===== src/rtl/voice_allocator_pkg.sv =====
// Shared types for the voice allocator: per-voice state, controller FSM
// states and default widths.
package voice_allocator_pkg;

  localparam int unsigned NUM_VOICES_DEF = 4;
  localparam int unsigned KEY_W_DEF      = 7;
  localparam int unsigned PERIOD_W_DEF   = 23;

  typedef enum logic [1:0] {
    VS_FREE      = 2'd0,
    VS_HELD      = 2'd1,
    VS_RELEASING = 2'd2
  } vstate_t;

  typedef enum logic [1:0] {
    ST_IDLE   = 2'd0,
    ST_LOOKUP = 2'd1,
    ST_ISSUE  = 2'd2
  } fsm_t;

endpackage


===== src/rtl/voice_allocator_if.sv =====
// Note-event handshake between the event source (master) and the voice
// allocator (slave).
//   ev_valid  event offered
//   ev_ready  event accepted when ev_valid & ev_ready
//   ev_is_on  1 = note-on, 0 = note-off
//   ev_key    key number
//   ev_period oscillator period (ignored for note-off)
interface voice_allocator_if
  import voice_allocator_pkg::*;
#(
  parameter int unsigned KEY_W    = KEY_W_DEF,
  parameter int unsigned PERIOD_W = PERIOD_W_DEF
);
  logic                ev_valid;
  logic                ev_ready;
  logic                ev_is_on;
  logic [KEY_W-1:0]    ev_key;
  logic [PERIOD_W-1:0] ev_period;

  modport master (output ev_valid, ev_is_on, ev_key, ev_period, input ev_ready);
  modport slave  (input ev_valid, ev_is_on, ev_key, ev_period, output ev_ready);
endinterface


===== src/rtl/voice_allocator_pick.sv =====
// voice_pick: combinational voice selection for one event.
//   state/key/rank  per-voice state, key and LRU rank (0 = newest)
//   ev_key/ev_is_on event being looked up
//   sel_idx         chosen voice
//   sel_valid       a voice was chosen (always for note-on)
//   sel_steal       note-on took a busy voice that held a different key
// Note-on priority: same key (HELD/RELEASING) -> lowest free -> oldest
// RELEASING -> oldest HELD. Note-off only matches a HELD voice.
module voice_pick
  import voice_allocator_pkg::*;
#(
  parameter int unsigned NUM_VOICES = NUM_VOICES_DEF,
  parameter int unsigned KEY_W      = KEY_W_DEF,
  parameter int unsigned IDX_W      = $clog2(NUM_VOICES)
) (
  input  vstate_t [NUM_VOICES-1:0]            state,
  input  logic    [NUM_VOICES-1:0][KEY_W-1:0] key,
  input  logic    [NUM_VOICES-1:0][IDX_W-1:0] rank,
  input  logic    [KEY_W-1:0]                 ev_key,
  input  logic                                ev_is_on,
  output logic    [IDX_W-1:0]                 sel_idx,
  output logic                                sel_valid,
  output logic                                sel_steal
);

  logic             w_match_hit, w_free_hit, w_rel_hit, w_held_hit;
  logic [IDX_W-1:0] w_match_idx, w_free_idx, w_rel_idx, w_held_idx;

  always_comb begin
    w_match_hit = 1'b0;
    w_free_hit  = 1'b0;
    w_rel_hit   = 1'b0;
    w_held_hit  = 1'b0;
    w_match_idx = '0;
    w_free_idx  = '0;
    w_rel_idx   = '0;
    w_held_idx  = '0;
    for (int unsigned i = 0; i < NUM_VOICES; i++) begin
      if (!w_match_hit && state[IDX_W'(i)] != VS_FREE && key[IDX_W'(i)] == ev_key &&
          (ev_is_on || state[IDX_W'(i)] == VS_HELD)) begin
        w_match_hit = 1'b1;
        w_match_idx = IDX_W'(i);
      end
      if (!w_free_hit && state[IDX_W'(i)] == VS_FREE) begin
        w_free_hit = 1'b1;
        w_free_idx = IDX_W'(i);
      end
      if (state[IDX_W'(i)] == VS_RELEASING &&
          (!w_rel_hit || rank[IDX_W'(i)] > rank[w_rel_idx])) begin
        w_rel_hit = 1'b1;
        w_rel_idx = IDX_W'(i);
      end
      if (state[IDX_W'(i)] == VS_HELD &&
          (!w_held_hit || rank[IDX_W'(i)] > rank[w_held_idx])) begin
        w_held_hit = 1'b1;
        w_held_idx = IDX_W'(i);
      end
    end
  end

  always_comb begin
    sel_idx   = '0;
    sel_valid = 1'b0;
    sel_steal = 1'b0;
    if (w_match_hit) begin
      sel_idx   = w_match_idx;
      sel_valid = 1'b1;
    end else if (ev_is_on) begin
      sel_valid = 1'b1;
      if (w_free_hit) begin
        sel_idx = w_free_idx;
      end else if (w_rel_hit) begin
        sel_idx   = w_rel_idx;
        sel_steal = 1'b1;
      end else begin
        sel_idx   = w_held_idx;
        sel_steal = w_held_hit;
      end
    end
  end

endmodule


===== src/rtl/voice_allocator.sv =====
// voice_allocator: polyphony controller assigning note events to voices.
//   clk_fast        sole clock
//   rst             synchronous active-high reset
//   ev              note-event handshake (slave side)
//   voice_done      per-voice release complete
//   voice_note_on   1-cycle note-on pulse per voice
//   voice_note_off  1-cycle note-off pulse per voice
//   voice_period    per-voice period, voice i at [i*PERIOD_W +: PERIOD_W]
//   voice_busy      voice state != FREE
//   steal           1-cycle pulse when a note-on steals a voice
// Event accepted at edge T -> pulse visible in cycle T+2; next accept T+3.
module voice_allocator
  import voice_allocator_pkg::*;
#(
  parameter int unsigned NUM_VOICES = NUM_VOICES_DEF,
  parameter int unsigned KEY_W      = KEY_W_DEF,
  parameter int unsigned PERIOD_W   = PERIOD_W_DEF
) (
  input  logic                           clk_fast,
  input  logic                           rst,
  voice_allocator_if.slave               ev,
  input  logic [NUM_VOICES-1:0]          voice_done,
  output logic [NUM_VOICES-1:0]          voice_note_on,
  output logic [NUM_VOICES-1:0]          voice_note_off,
  output logic [NUM_VOICES*PERIOD_W-1:0] voice_period,
  output logic [NUM_VOICES-1:0]          voice_busy,
  output logic                           steal
);

  localparam int unsigned IDX_W = $clog2(NUM_VOICES);

  fsm_t r_fsm, w_fsm_nxt;
  logic w_accept, w_issue_on, w_issue_off;

  logic                r_ev_is_on;
  logic [KEY_W-1:0]    r_ev_key;
  logic [PERIOD_W-1:0] r_ev_period;

  logic [IDX_W-1:0] w_sel_idx, r_sel_idx;
  logic             w_sel_valid, r_sel_valid;
  logic             w_sel_steal, r_sel_steal;

  vstate_t [NUM_VOICES-1:0]               r_state;
  logic    [NUM_VOICES-1:0][KEY_W-1:0]    r_key;
  logic    [NUM_VOICES-1:0][IDX_W-1:0]    r_rank;
  logic    [NUM_VOICES-1:0][PERIOD_W-1:0] r_period;
  logic    [NUM_VOICES-1:0]               r_note_on, r_note_off;
  logic                                   r_steal;

  // Ready is gated by rst so no event is accepted while reset is held.
  assign ev.ev_ready = (r_fsm == ST_IDLE) && !rst;
  assign w_accept    = ev.ev_valid && ev.ev_ready;

  always_ff @(posedge clk_fast) begin
    if (rst) r_fsm <= ST_IDLE;
    else     r_fsm <= w_fsm_nxt;
  end

  always_comb begin
    w_fsm_nxt   = r_fsm;
    w_issue_on  = 1'b0;
    w_issue_off = 1'b0;
    case (r_fsm)
      ST_IDLE:   if (w_accept) w_fsm_nxt = ST_LOOKUP;
      ST_LOOKUP: w_fsm_nxt = ST_ISSUE;
      ST_ISSUE: begin
        w_fsm_nxt   = ST_IDLE;
        w_issue_on  = r_sel_valid && r_ev_is_on;
        w_issue_off = r_sel_valid && !r_ev_is_on;
      end
      default:   w_fsm_nxt = ST_IDLE;
    endcase
  end

  always_ff @(posedge clk_fast) begin
    if (rst) begin
      r_ev_is_on  <= 1'b0;
      r_ev_key    <= '0;
      r_ev_period <= '0;
    end else if (w_accept) begin
      r_ev_is_on  <= ev.ev_is_on;
      r_ev_key    <= ev.ev_key;
      r_ev_period <= ev.ev_period;
    end
  end

  voice_pick #(
    .NUM_VOICES (NUM_VOICES),
    .KEY_W      (KEY_W),
    .IDX_W      (IDX_W)
  ) u_pick (
    .state     (r_state),
    .key       (r_key),
    .rank      (r_rank),
    .ev_key    (r_ev_key),
    .ev_is_on  (r_ev_is_on),
    .sel_idx   (w_sel_idx),
    .sel_valid (w_sel_valid),
    .sel_steal (w_sel_steal)
  );

  always_ff @(posedge clk_fast) begin
    if (rst) begin
      r_sel_idx   <= '0;
      r_sel_valid <= 1'b0;
      r_sel_steal <= 1'b0;
    end else if (r_fsm == ST_LOOKUP) begin
      r_sel_idx   <= w_sel_idx;
      r_sel_valid <= w_sel_valid;
      r_sel_steal <= w_sel_steal;
    end
  end

  // The ISSUE update is written after the release-complete update so a
  // note-on to a voice finishing its release in the same cycle wins.
  always_ff @(posedge clk_fast) begin
    if (rst) begin
      for (int unsigned i = 0; i < NUM_VOICES; i++) begin
        r_state[IDX_W'(i)] <= VS_FREE;
        r_rank[IDX_W'(i)]  <= IDX_W'(i);
      end
      r_key      <= '0;
      r_period   <= '0;
      r_note_on  <= '0;
      r_note_off <= '0;
      r_steal    <= 1'b0;
    end else begin
      r_note_on  <= '0;
      r_note_off <= '0;
      r_steal    <= 1'b0;
      for (int unsigned i = 0; i < NUM_VOICES; i++) begin
        if (r_state[IDX_W'(i)] == VS_RELEASING && voice_done[IDX_W'(i)])
          r_state[IDX_W'(i)] <= VS_FREE;
      end
      if (w_issue_on) begin
        r_note_on[r_sel_idx] <= 1'b1;
        r_steal              <= r_sel_steal;
        r_state[r_sel_idx]   <= VS_HELD;
        r_key[r_sel_idx]     <= r_ev_key;
        r_period[r_sel_idx]  <= r_ev_period;
        // Move the chosen voice to newest; only voices younger than it age.
        for (int unsigned j = 0; j < NUM_VOICES; j++) begin
          if (IDX_W'(j) == r_sel_idx)
            r_rank[IDX_W'(j)] <= '0;
          else if (r_rank[IDX_W'(j)] < r_rank[r_sel_idx])
            r_rank[IDX_W'(j)] <= r_rank[IDX_W'(j)] + 1'b1;
        end
      end
      if (w_issue_off) begin
        r_note_off[r_sel_idx] <= 1'b1;
        r_state[r_sel_idx]    <= VS_RELEASING;
      end
    end
  end

  always_comb begin
    for (int unsigned i = 0; i < NUM_VOICES; i++)
      voice_busy[IDX_W'(i)] = (r_state[IDX_W'(i)] != VS_FREE);
  end

  assign voice_note_on  = r_note_on;
  assign voice_note_off = r_note_off;
  assign voice_period   = r_period;
  assign steal          = r_steal;

endmodule


===== src/flat_wrapper.sv =====
// flat-port wrapper written by rule: the top's interface ports become plain ports
module voice_allocator_flat import voice_allocator_pkg::*;
#(
  parameter int unsigned NUM_VOICES = NUM_VOICES_DEF,
  parameter int unsigned KEY_W      = KEY_W_DEF,
  parameter int unsigned PERIOD_W   = PERIOD_W_DEF
)
  (clk_fast, rst, voice_done, voice_note_on, voice_note_off, voice_period, voice_busy, steal, ev_ev_valid, ev_ev_is_on, ev_ev_key, ev_ev_period, ev_ev_ready);
  voice_allocator_if #(.KEY_W(KEY_W), .PERIOD_W(PERIOD_W)) ev_i ();
  input  logic clk_fast;
  input  logic rst;
  input  logic [NUM_VOICES-1:0] voice_done;
  output logic [NUM_VOICES-1:0] voice_note_on;
  output logic [NUM_VOICES-1:0] voice_note_off;
  output logic [NUM_VOICES*PERIOD_W-1:0] voice_period;
  output logic [NUM_VOICES-1:0] voice_busy;
  output logic steal;
  input wire logic [$bits(ev_i.ev_valid)-1:0] ev_ev_valid;
  input wire logic [$bits(ev_i.ev_is_on)-1:0] ev_ev_is_on;
  input wire logic [$bits(ev_i.ev_key)-1:0] ev_ev_key;
  input wire logic [$bits(ev_i.ev_period)-1:0] ev_ev_period;
  output wire logic [$bits(ev_i.ev_ready)-1:0] ev_ev_ready;
  assign ev_i.ev_valid = ev_ev_valid;
  assign ev_i.ev_is_on = ev_ev_is_on;
  assign ev_i.ev_key = ev_ev_key;
  assign ev_i.ev_period = ev_ev_period;
  assign ev_ev_ready = ev_i.ev_ready;
  voice_allocator #(.NUM_VOICES(NUM_VOICES), .KEY_W(KEY_W), .PERIOD_W(PERIOD_W)) u_core (.clk_fast(clk_fast), .rst(rst), .ev(ev_i), .voice_done(voice_done), .voice_note_on(voice_note_on), .voice_note_off(voice_note_off), .voice_period(voice_period), .voice_busy(voice_busy), .steal(steal));
endmodule

===== config.mk =====
export PLATFORM = sky130hd
export DESIGN_NAME = voice_allocator_flat
export DESIGN_NICKNAME = d
export VERILOG_FILES = /design/src/rtl/voice_allocator_pkg.sv /design/src/rtl/voice_allocator_if.sv /design/src/rtl/voice_allocator_pick.sv /design/src/rtl/voice_allocator.sv /design/src/flat_wrapper.sv
export SDC_FILE = /design/constraint.sdc
export NUM_CORES = 1
export LEC_CHECK = 0
export BUFFER_PORTS_ARGS = -buffer_cell sky130_fd_sc_hd__buf_2
export CAP_MARGIN = 10
export CORE_UTILIZATION = 59
export CTS_BUF_LIST = sky130_fd_sc_hd__clkbuf_4 sky130_fd_sc_hd__clkbuf_8 sky130_fd_sc_hd__clkbuf_16
export DETAILED_ROUTE_END_ITERATION = 10
export GPL_ROUTABILITY_DRIVEN = 1
export PLACE_DENSITY = 0.88
export SYNTH_ARGS = -nofsm -noshare
export SYNTH_HDL_FRONTEND = slang
export SYNTH_SLANG_ARGS = --single-unit

===== constraint.sdc =====
create_clock -name clk_fast -period 6.52 [get_ports clk_fast]
set_input_delay 0.652 -clock clk_fast [delete_from_list [all_inputs] [get_ports clk_fast]]
set_output_delay 0.652 -clock clk_fast [all_outputs]
set_load 0.01 [all_outputs]

-- After elaboration in Yosys (flattened, before gate mapping)
Cells that the tools add are included.
Widths: inputs -> output; s select.
- $add $sub $neg: 4
- $lt $le $gt $ge: 15
- equal/unequal tests: 18
- muxes and demuxes: 81
- bitwise logic cells: 8
- reduce and logical (&&, ||, !) cells: 73
- operator list (operator ; count):
    $bwmux 92 ; 1
    $mux 2 ; 35
    $demux 23 s2 ; 1
    $logic_and 1x1->1 ; 29
    $mux 1 ; 29
    $bwmux 28 ; 1
    $eq 7x7->1 ; 4
    $mux 8 ; 3
    $mux 23 ; 1
    $bmux 2 s2 ; 5
    $reduce_bool 2->1 ; 8
    $lt 2x3->1 const B ; 5
    $demux 7 s2 ; 1
    $logic_not 1->1 ; 14
    $logic_not 2->1 ; 6
    $eq 2x1->1 const B ; 5
    $eq 2x2->1 const B ; 5
    $gt 2x2->1 ; 5
    $logic_or 1x1->1 ; 10
    $add 2x1->2 const B ; 4
    $and 4x4->4 ; 2
    $lt 2x2->1 ; 4
    $not 4->4 ; 2
    $or 4x4->4 ; 2
    11 further kinds ; 17
- flip-flop bits (word level): 182
- bits of input ports: 38
- output and inout bits: 106
- word-level logic and storage cells: 225

-- Logic depth before layout (Yosys ltp)
- word-level depth: 22
- depth in mapped cells: 20
- depth with buffers taken out: 20

-- Cells and area by module
A second synthesis with hierarchy kept.
- cells, all modules: 976
- area total of the unflattened synthesis: 8142.8 µm²
- modules (own cells, without submodules) (module ; times used ; cells an instance ; area each (µm²) ; sequential area each (µm²)):
    voice_allocator ; 1 ; 840 ; 7195.7 ; 3643.5
    voice_pick ; 1 ; 136 ; 947.2 ; 0.0

-- Worst setup path after synthesis
No wires, ideal clock.
- path kind: register -> register
- start: reg u_core.r_rank[1] (netlist name)
- end: reg u_core.r_sel_idx[0]
- setup time: 139 ps
- data arrival time: 3682 ps
- data required time: 6381 ps
- setup slack: 2699 ps
- cell stages (with the launch flop): 19
- path buffers: 0
- period minus slack after synthesis: 3821 ps
- cells stage by stage: dfxtp_1 > inv_1 > ha_1 > nor2b_1 > o21ai_0 > a21oi_1 > mux2_2 > ha_1 > nand2_1 > o21ai_0 > a21oi_1 > mux2_2 > ha_1 > nor2b_1 > o211ai_1 > nand4_1 > o32a_1 > o211ai_1 > a31oi_1
- cells in the longest elaborated chain, start to end: 20
- elaborated cells between the ends (all ways): 44
- those cells by class: 5 x order compare; 23 x mux; 16 x reduce/logical
- ends and longest elaborated chain (item ; line ; text):
    start, declared ; voice_allocator.sv:45 ; logic [NUM_VOICES-1:0][IDX_W-1:0] r_rank;
    start signal, assigned by index ; voice_allocator.sv:120 ; r_rank[IDX_W'(i)] <= IDX_W'(i);
    start signal, assigned by index ; voice_allocator.sv:146 ; r_rank[IDX_W'(j)] <= r_rank[IDX_W'(j)] + 1'b1;
    $gt 2x2->1 ; voice_allocator_pick.sv:49, voice_allocator_pick.sv:54 ;
    $logic_or 1x1->1 (on tied branches) ; voice_allocator_pick.sv:54, voice_allocator_pick.sv:49 ;
    $logic_and 1x1->1 (on tied branches) ; voice_allocator_pick.sv:53, voice_allocator_pick.sv:48 ;
    $mux 1 (on tied branches) ; voice_allocator_pick.sv:53, voice_allocator_pick.sv:48 ;
    $bmux 2 s2 (on tied branches) ; voice_allocator_pick.sv:54, voice_allocator_pick.sv:49 ;
    $mux 2 (on tied branches) ; voice_allocator_pick.sv:54, voice_allocator_pick.sv:49 ;
    $gt 2x2->1 (on tied branches) ; voice_allocator_pick.sv:54, voice_allocator_pick.sv:49 ;
    $logic_or 1x1->1 (on tied branches) ; voice_allocator_pick.sv:54, voice_allocator_pick.sv:49 ;
    [... 4 more ...] ; - ;
    $gt 2x2->1 (on tied branches) ; voice_allocator_pick.sv:54, voice_allocator_pick.sv:49 ;
    $logic_or 1x1->1 (on tied branches) ; voice_allocator_pick.sv:54, voice_allocator_pick.sv:49 ;
    $logic_and 1x1->1 (on tied branches) ; voice_allocator_pick.sv:53, voice_allocator_pick.sv:48 ;
    $mux 2 (tied with other cells) ; voice_allocator_pick.sv:53 ; if (state[IDX_W'(i)] == VS_HELD &&
    $mux 2 (*) ; voice_allocator_pick.sv:72 ; end else if (w_rel_hit) begin
    $mux 2 (*) ; voice_allocator_pick.sv:70 ; if (w_free_hit) begin
    $mux 2 (*) ; voice_allocator_pick.sv:68 ; end else if (ev_is_on) begin
    $mux 2 (*) ; voice_allocator_pick.sv:65 ; if (w_match_hit) begin
    end signal, assigned ; voice_allocator.sv:108 ; r_sel_idx <= w_sel_idx;
    end, declared ; voice_allocator.sv:39 ; logic [IDX_W-1:0] w_sel_idx, r_sel_idx;
Every way passes the cells marked *; elsewhere a longest branch is shown, timed or not. The select of a mux whose other input is x is not followed.
A chain may end at the register's enable or synchronous reset.

-- Worst setup path after layout
Ends and elaborated chain as after synthesis.

==> key figures <==
Outcome
  – Status: complete, no violations

CTS
  – Latest clock arrival within the worst-skew pair: 0.43 ns
  – Hold buffers post-CTS: 0
  – Clock transition at path regs: roughly 0.070 ns
  – TritonCTS Buffers: 17
  – Setup Fix Bufs, Post-CTS: 0
  – Max Buffers Root-to-Sink: 2
  – H-tree levels: 4
  – Root Buffer: clkbuf_16
  – CTS resizes: 0
  – TritonCTS clock tree: yes
  – CTS sink cnt: between 150 and 200

Floorplanning
  – Initial Util: 0.609
  – Die area: between 10000 and 15000 µm²
  – Site row count: 40
  – Core Region: ~12000 µm²
  – Die Width: ~110 µm
  – IO Pins: ~140
  – Die Ht: roughly 110 µm

Finish
  – Final core area utilization: 0.716
  – Antenna fix cells: 0
  – Layout Nets: approximately 1.1k
  – Fill count: 947
  – Area growth, synth to finish: 17.5%
  – Sequential Area: ~3600 µm²
  – Multi-input combinational cell area: roughly 3400 µm²
  – Non-filler cells, final: roughly 1.2k
  – Fin area: 8670 µm²
  – Layout cells sized above 1: 0.189

Detailed routing
  – Pre-antenna DRT Iters: 5
  – Drt first-iter violations: between 700 and 800
  – Total wire length: 19900 µm
  – Post-DR vias/cell: ~5.6
  – Residual DRC: 0
  – Vias: 6908
  – DR WL/cell: roughly 16 µm
  – Post-route ant nets: 0

STA
  – Final hold viol count: 0
  – Skew final: between 0.007 and 0.008 ns
  – Slew @ Worst Pin: 1.12 ns
  – Slack of the critical path: roughly 2.1 ns
  – Setup TNS: 0 ns
  – Final min period: ~4.4 ns
  – RSZ-0062 raised after global routing: no
  – Fin. max-slew vios: 0
  – Final hold slack: 0.450 ns
  – Fmax: 228 MHz
  – Relative slew slack: 0.250
  – Final cycle utilization of the critical path: 0.673
  – Final setup violation count: 0

Synth
  – Asr flop ratio synth: 0
  – Number of flops mapped to enable cells by yosys: 0
  – Mapped Cells: approximately 930
  – Yosys reg bits: 182
  – Register area share after synthesis: 0.494
  – Yosys warns: 0
  – Mapped Nets: roughly 980
  – Syn avg cell area: 7.91 µm²
  – Synth cell types: about 50
  – Ys flop type: dfxtp_1
  – Netlist Area Pre-Place: 7380 µm²

Power and ir drop
  – VDD IR max: ~210 µV
  – P per Cell Area: about 250 nW/µm²
  – Leak: roughly 3.5 nW
  – Overall Power: 2.21 mW

Worst setup path
  – CP arrival: 4.68 ns
  – CP Launch Type: flop
  – CP Capture Type: flop
  – CP Data Required Time: about 7 ns
  – Critical path class: reg -> reg
  – Crit Path Max Fanout: 4

Placed design
  – Number of I/O port buffers: 143
  – Place WS: around 2.2 ns
  – Routability cong.: approximately 0.91
  – Detailed placer's ending HPWL: between 10000 and 15000 µm
  – Placed instance area: just over 8000 µm²
  – Placed cell count: approximately 1.2k

Global route
  – GRT Util Overall: 0.311
  – Gr ovfl total: 0
  – Initial antenna violation count: 0
  – First-pass GRT wire length: between 30000 and 40000 µm
  – Largest net degree at the start of global routing: between 100 and 150
  – Number of global-route vias before repair: 6291

Flow run
  – Max Cap Viol: 0

Min path
  – HP Class: reg -> reg
## cells in the mapped netlist, drive strengths merged (2+ instances only)
library cell | number | area share
or3 | 2 | 0.0017
nor3b | 2 | 0.0027
clkbuf | 37 | 0.019
a221oi | 2 | 0.0024
o21a | 2 | 0.0020
or2 | 2 | 0.0017
inv | 12 | 0.0061
xnor2 | 20 | 0.024
a21oi | 166 | 0.11
nand2b | 11 | 0.0093
xor2 | 8 | 0.0095
nand4 | 6 | 0.0051
nor2 | 33 | 0.018
and2 | 2 | 0.0017
nor3 | 13 | 0.010
ha | 14 | 0.024
a31oi | 2 | 0.0017
a41o | 4 | 0.0054
buf | 24 | 0.020
o21ai | 12 | 0.0081
mux2 | 4 | 0.0061
nor2b | 13 | 0.011
dfxtp | 182 | 0.49
a211oi | 10 | 0.010
nand3 | 3 | 0.0020
nor4 | 4 | 0.0042
o211ai | 5 | 0.0051
nand2 | 323 | 0.16
## placed cells by master (no fill, tap or decap), types with 13 or more instances in the layout
cell and n:
nor2b_1 13, dfxtp_1 182, a21oi_1 166, buf_2 142
nand2_1 323, nor2_1 30, xnor2_1 20, ha_1 14
clkbuf_16 17
## kinds of logic (layout without fill, tap and decap cells)
logic type,Yosys count,after routing,share of synthesized area
buf+inv,73,198,0.0450
simple gates,418,418,0.236
xor+xnor,28,28,0.0332
compound gates,211,211,0.157
flops,182,182,0.494
fa+ha+maj,14,14,0.0237
mux,6,6,0.0105
## cell type report
type / instances / share of cell area
Sequential cell: 182 / 0.420
Inverter: 12 / 0.00520
Clock buffer: 19 / 0.0508
Multi-Input combinational cell: 677 / 0.393
Clock inverter: 13 / 0.0141
Tap cell: 168 / 0.0242
Timing Repair Buffer: 154 / 0.0924
## worst paths after layout
path	startpoint	endpoint	slack, ns	cells past startpoint
worst max register to register	u_core.r_rank[1]	u_core.r_sel_idx[0]	2.13	18
worst max-delay path	u_core.r_rank[1]	u_core.r_sel_idx[0]	2.13	18
worst min-delay path	u_core.voice_period[18]	u_core.voice_period[18]	0.45	2
worst min register to register	u_core.voice_period[18]	u_core.voice_period[18]	0.45	2
## routing by layer
| metal | routed length (µm) | share of wire | global-route usage | vias up |
|---|---|---|---|---|
| met5 | 0 | 0 | 0 | - |
| met4 | 462 | 0.023 | 0.116 | 0 |
| met3 | 1730 | 0.087 | 0.0786 | 36 |
| met2 | 9200 | 0.46 | 0.496 | 305 |
| met1 | 8480 | 0.43 | 0.408 | 3256 |
| li1 | - | - | - | 3311 |
## sequential cells by signal, indices dropped and copies added (netlist names), 2 cells and up
register	flops
u_core.voice_period	92
u_core.r_key	28
u_core.r_ev_period	23
u_core.r_rank	8
u_core.r_state	8
u_core.r_ev_key	7
u_core.voice_note_off	4
u_core.voice_note_on	4
u_core.r_fsm	2
u_core.r_sel_idx	2
## power breakdown
| group | switching [mW] | internal [mW] |
|---|---|---|
| registers | 0.0201 | 1.12 |
| logic | 0.0468 | 0.0254 |
| clock network | 0.455 | 0.540 |
## critical path, cell delays in order, from the launching register on
cell and delay [ns]:
dfxtp_1 0.38, inv_1 0.11, ha_1 0.32, nor2b_1 0.13, o21ai_0 0.38, a21oi_1 0.20
mux2_2 0.32, ha_1 0.27, nand2_1 0.08, o21ai_0 0.09, a21oi_1 0.34, mux2_2 0.39
ha_1 0.30, nor2b_1 0.13, o211ai_1 0.15, nand4_1 0.15, o32a_1 0.22, o211ai_1 0.17
a31oi_1 0.10
No activity file was read; power rests on OpenSTA's default activity.
